File: config.mk
export PLATFORM = sky130hd
export DESIGN_NAME = uart_rx_word
export DESIGN_NICKNAME = d
export VERILOG_FILES = /design/src/rtl/uart_rx_word.sv
export SDC_FILE = /design/constraint.sdc
export NUM_CORES = 1
export LEC_CHECK = 0
export ABC_AREA = 1
export CORE_MARGIN = 2
export CORE_UTILIZATION = 54
export DETAILED_ROUTE_END_ITERATION = 16
export PLACE_DENSITY_LB_ADDON = 0.05
export SLEW_MARGIN = 40
export SYNTH_ARGS = -nofsm -noshare
export SYNTH_HDL_FRONTEND = slang
export SYNTH_SLANG_ARGS = --single-unit
File: constraint.sdc
create_clock -name clk -period 1.8 [get_ports clk]
set_input_delay 0.18 -clock clk [delete_from_list [all_inputs] [get_ports clk]]
set_output_delay 0.18 -clock clk [all_outputs]
set_load 0.01 [all_outputs]
File: src/rtl/uart_rx_word.sv
// Packs four UART byte strobes little-endian into a 32-bit word with an auto-incrementing
// address, offered over valid/ready; an inter-byte timeout drops partial words.
module uart_rx_word #(
  parameter int unsigned CLOCKS_PER_BAUD = 434,
  parameter int unsigned TIMEOUT_BAUDS   = 40,
  parameter int unsigned ADDR_W          = 16,
  parameter int unsigned ADDR_STEP       = 4
) (
  input  logic              clk,
  input  logic              rst_n,
  input  logic              rx_ready,
  input  logic [7:0]        rx_data,
  input  logic              addr_clear,
  output logic              word_valid,
  input  logic              word_ready,
  output logic [31:0]       word_data,
  output logic [ADDR_W-1:0] word_addr,
  output logic              overflow,
  output logic              timeout
);

  localparam int unsigned TIMEOUT_CLKS = CLOCKS_PER_BAUD * TIMEOUT_BAUDS;
  localparam int unsigned TIMER_W      = $clog2(TIMEOUT_CLKS);
  localparam logic [TIMER_W-1:0] TIMER_LAST = TIMER_W'(TIMEOUT_CLKS - 1);
  localparam logic [ADDR_W-1:0]  STEP       = ADDR_W'(ADDR_STEP);

  typedef enum logic {S_IDLE, S_COLLECT} state_t;

  state_t             state, state_next;
  logic [1:0]         count, count_next;
  logic [TIMER_W-1:0] timer, timer_next;
  logic [23:0]        held;
  logic [ADDR_W-1:0]  next_addr;
  logic               accept, word_done, expire, load, drop;

  always_ff @(posedge clk or negedge rst_n) begin
    if (!rst_n) state <= S_IDLE;
    else        state <= state_next;
  end

  always_comb begin
    state_next = state;
    count_next = count;
    timer_next = timer;
    word_done  = 1'b0;
    expire     = 1'b0;
    accept     = rx_ready && !addr_clear;
    if (addr_clear) begin
      state_next = S_IDLE;
      count_next = '0;
      timer_next = '0;
    end else begin
      case (state)
        S_IDLE: begin
          if (rx_ready) begin
            count_next = 2'd1;
            timer_next = '0;
            state_next = S_COLLECT;
          end
        end
        S_COLLECT: begin
          // A strobe on the expiry cycle takes precedence over the timeout.
          if (rx_ready) begin
            timer_next = '0;
            if (count == 2'd3) begin
              count_next = '0;
              state_next = S_IDLE;
              word_done  = 1'b1;
            end else begin
              count_next = count + 2'd1;
            end
          end else if (timer == TIMER_LAST) begin
            count_next = '0;
            timer_next = '0;
            state_next = S_IDLE;
            expire     = 1'b1;
          end else begin
            timer_next = timer + TIMER_W'(1);
          end
        end
        default: state_next = S_IDLE;
      endcase
    end
    load = word_done && (!word_valid || word_ready);
    drop = word_done && !load;
  end

  always_ff @(posedge clk or negedge rst_n) begin
    if (!rst_n) begin
      count      <= '0;
      timer      <= '0;
      held       <= '0;
      next_addr  <= '0;
      word_valid <= 1'b0;
      word_data  <= '0;
      word_addr  <= '0;
      overflow   <= 1'b0;
      timeout    <= 1'b0;
    end else begin
      count   <= count_next;
      timer   <= timer_next;
      timeout <= expire;
      if (accept) begin
        case (count)
          2'd0:    held[7:0]   <= rx_data;
          2'd1:    held[15:8]  <= rx_data;
          2'd2:    held[23:16] <= rx_data;
          default: ;
        endcase
      end
      if (load) begin
        word_valid <= 1'b1;
        word_data  <= {rx_data, held};
        word_addr  <= next_addr;
        next_addr  <= next_addr + STEP;
      end else if (word_ready) begin
        word_valid <= 1'b0;
      end
      if (addr_clear) begin
        next_addr <= '0;
        overflow  <= 1'b0;
      end else if (drop) begin
        overflow <= 1'b1;
      end
    end
  end

endmodule
==> run_results.csv <==
group,metric,value,unit
timing,period_share,88.85,%
detailed_routing,dr_wl_met3,249,um
power_and_ir_drop,p_sw_share,25.73,%
power_and_ir_drop,ir_worst_vdd,0.4050,mV
worst_setup_path,path_cells,"ha_1 -> nand2_1 -> inv_2 -> nand3_4 -> buf_4 -> nor2_1 -> nand3_1 -> nand3_1",
timing,rsz0062_at_grt,"no",
finish,final_util,67.61,%
global_routing,grt_max_degree,42,
detailed_routing,wirelength,9488,um
finish,areaGrowthSynthToFinish,20.82,%
detailed_routing,m1WireLength,4351,um
global_routing,antenna_found_initial,0,
timing,finalSetupViolCount,0,
finish,diodes,0,
global_routing,grt_overflow,0,
clock_network,path_clk_slew,0.11,ns
power_and_ir_drop,p_per_area,773.3,nW/um2
global_routing,grtUsageTotal,22.77,%
power_and_ir_drop,power_frac_seq,59.9,%
run_status,run_status,"finished, final reports clean",
power_and_ir_drop,internal-power,3.206,mW
floorplan,rows,33,
floorplan,initial_core_util,55.95,%
timing,max_freq,625.3,MHz
power_and_ir_drop,combPwrFrac,8.0,%
place,gp_congestion,0.8937,
worst_setup_path,worstPathArrival,1.92,ns
detailed_routing,drt-initial-drc-count,92,
worst_setup_path,crit_required,2.12,ns
yosys,yosys_warnings,0,
worst_setup_path,crit_buf_inv,2,
place,dp.cells,704,
global_routing,grt_first_pass_wirelength,16190,um
clock_network,cts_buffers,9,
clock_network,clockBufferDepth,2,
detailed_routing,drtPass1Iterations,6,
worst_setup_path,cp_slowest_stage_delay,0.42,ns
timing,fin_skew,0.01531,ns
floorplan,io_pins,64,
detailed_routing,highest_layer,"met4",
worst_setup_path,worstPathMaxFanout,20,
power_and_ir_drop,power_switching,1.111,mW
finish,drive_above_1_share,6.656,%
detailed_routing,drt.antenna.violating_nets,0,
detailed_routing,remaining_drc_errors,0,
power_and_ir_drop,pwr-share-clk,32.1,%
power_and_ir_drop,p_leak,2.705,nW
clock_network,htreeDepth,3,
clock_network,cts_sinks,105,
floorplan,die_w,96.51,um
worst_setup_path,worstSetupPathType,"register to register",
detailed_routing,via_count,3701,
yosys,syn_inst,542,
run,maxCapViolations,0,
finish,fin_nets,630,
floorplan,die-area,9313,um2
worst_setup_path,cp_top_family,"simple AND/OR/NAND/NOR gates",
worst_hold_path,hp-class,"input pin to asynchronous set/reset pin",
floorplan,chipHeight,96.51,um
worst_setup_path,cp.depth,8,
worst_setup_path,critPathMostFrequentCell,"nand3_1",
yosys,synth_seq_cells,105,
yosys,syn_area,4621,um2
detailed_routing,wl_per_cell,13.16,um
place,io_buffer_count,61,
worst_setup_path,timing.rr.start,"count[0]$_DFFE_PN0P_",
worst_setup_path,slowest_stage,"dfrtp_1",
detailed_routing,wl_met2,4645,um
worst_setup_path,r2r_cells,8,
finish,stdcell_count,721,
timing,finalHoldViolCount,0,
clock_network,clk_latency,0.38,ns
worst_setup_path,start_kind,"register",
timing,slew_viol_final,0,
yosys,yosysSeqAreaShare,56.86,%
clock_network,clockRootBuffer,"clkbuf_8",
yosys,avgSynthCellArea,8.525,um2
floorplan,core,8258,um2
place,dp_hpwl,6815,um
worst_setup_path,end_kind,"register",
clock_network,cts_setup_buffers,0,
detailed_routing,viasPerCell,5.133,
global_routing,grt_pass1_vias,3610,
clock_network,cts_tree,"yes",
worst_setup_path,r2r_end,"next_addr[15]$_DFFE_PN0P_",
worst_setup_path,rrSetupSlack,0.20,ns
timing,fin_crit,1.599,ns
yosys,netlist-cell-type-count,30,
-- layer usage --
layer | GRT usage, % | vias up
li1 | - | 1857
met1 | 27.67 | 1752
met2 | 39.87 | 70
met3 | 3.646 | 22
met4 | 10.45 | 0
met5 | 0 | -
-- how the worst max path moves through the flow --
stage / slack, ns / start / to
final: 0.20 / count[0]$_DFFE_PN0P_ / next_addr[15]$_DFFE_PN0P_
after global routing: 0.002 / timer[0]$_DFFE_PN0P_ / timer[13]$_DFFE_PN0P_
after CTS: 0.12 / count[0]$_DFFE_PN0P_ / next_addr[15]$_DFFE_PN0P_
after detailed placement: -0.009 / rx_ready / next_addr[15]$_DFFE_PN0P_
after global placement: 0.07 / rx_ready / next_addr[15]$_DFFE_PN0P_
after floorplan: 0.47 / timer[0]$_DFFE_PN0P_ / count[0]$_DFFE_PN0P_
-- stage by stage --
stage	power, mW	area, um2	hold WS [ns]	TNS [ns]	setup WS, ns
detailed placement	2.983	5386	0.1782	-0.008787	-0.008787
CTS	4.360	5583	0.3033	0	0.1238
global route	4.517	5583	0.3406	0	0.001537
finish	4.317	5583	0.2905	0	0.2008
global placement	2.963	5386	0.1703	0	0.07124
floorplan	2.786	4624	-0.1156	0	0.4682
-- worst register-to-register path, stage by stage (launching register included) --
cell and delay, ns:
dfrtp_1 0.42, ha_1 0.18, nand2_1 0.06, inv_2 0.12
nand3_4 0.20, buf_4 0.27, nor2_1 0.12, nand3_1 0.09
nand3_1 0.09
-- cells in the mapped netlist --
master     number  share of area, %
nor2_8          1              0.43
nor2_2          3              0.41
inv_1          44               3.6
nor2_4          1              0.24
nand3_4         1              0.38
nor4_1          1              0.14
o21ai_2         1              0.19
clkinv_1        1             0.081
clkbuf_2        1              0.11
nand3_1        24               2.6
xor2_1          3              0.57
nor3_1          7              0.76
o22ai_1         2              0.27
ha_1            6               1.6
dfrtp_1       105                57
conb_1          1             0.081
nand4_1         7              0.95
buf_6           2              0.49
o21ai_1         8              0.87
a21oi_1         7              0.76
o21bai_1        4              0.65
o21ai_0        52               5.6
nand2_1       213                17
nor2_1         29               2.4
o2111ai_2       1              0.32
inv_2           2              0.16
buf_2           9              0.97
buf_4           4              0.65
buf_8           1              0.32
nand2_4         1              0.24
-- area by class of cell --
| type | count | area, um2 |
|---|---|---|
| fillers | 696 | 2675 |
| flip-flops and latches | 105 | 2628 |
| multi-input cells | 374 | 1703 |
| repair buffers | 74 | 758.2 |
| inverters | 47 | 176.4 |
| clock buffers | 10 | 137.6 |
| well taps | 105 | 131.4 |
| clock inverters | 6 | 48.80 |
-- power groups by stage --
stage	Sequential (mW)	Clock [mW]	Combinational, mW
floorplan	2.62	0	0.162
global placement	2.63	0	0.337
detailed placement	2.63	0	0.351
CTS	2.59	1.42	0.353
global route	2.61	1.50	0.408
finish	2.59	1.39	0.345
-- layout by cell type, fill, tap and decap left out, drive strengths merged --
| cell | n |
|---|---|
| a21oi | 7 |
| buf | 13 |
| clkbuf | 10 |
| clkdlybuf4s50 | 60 |
| clkinv | 3 |
| clkinvlp | 2 |
| conb | 2 |
| dfrtp | 105 |
| dlygate4sd3 | 1 |
| ha | 6 |
| inv | 48 |
| nand2 | 214 |
| nand3 | 25 |
| nand4 | 7 |
| nor2 | 34 |
| nor3 | 7 |
| nor4 | 1 |
| o2111ai | 1 |
| o21ai | 61 |
| o21bai | 4 |
| o22ai | 2 |
| xor2 | 3 |
-- cells by family (layout without fill, tap and decap cells) --
group           Yosys count  after routing  synth area share [%]
fa+ha+maj                 6              6                 1.625
simple gates            288            288                 25.81
flops                   105            105                 56.86
xor+xnor                  3              3                0.5687
compound gates           75             75                 8.692
buf+inv                  64            137                 6.363
other cells               1              2               0.08116
-- what timing repair did --
item,4_1_cts,5_1_grt
endpoints found under the hold margin,34,0
resized for setup,0,1
hold buffers,1,0
setup endpoints to repair,0,1
-- sequential cells by signal, summed over array words and instances, names as in the netlist --
name        cells
next_addr      14
word_valid      1
count           2
overflow        1
timeout         1
timer          15
word_data      32
held           24
word_addr      14
state           1
Power figures use the tool's default switching activity.
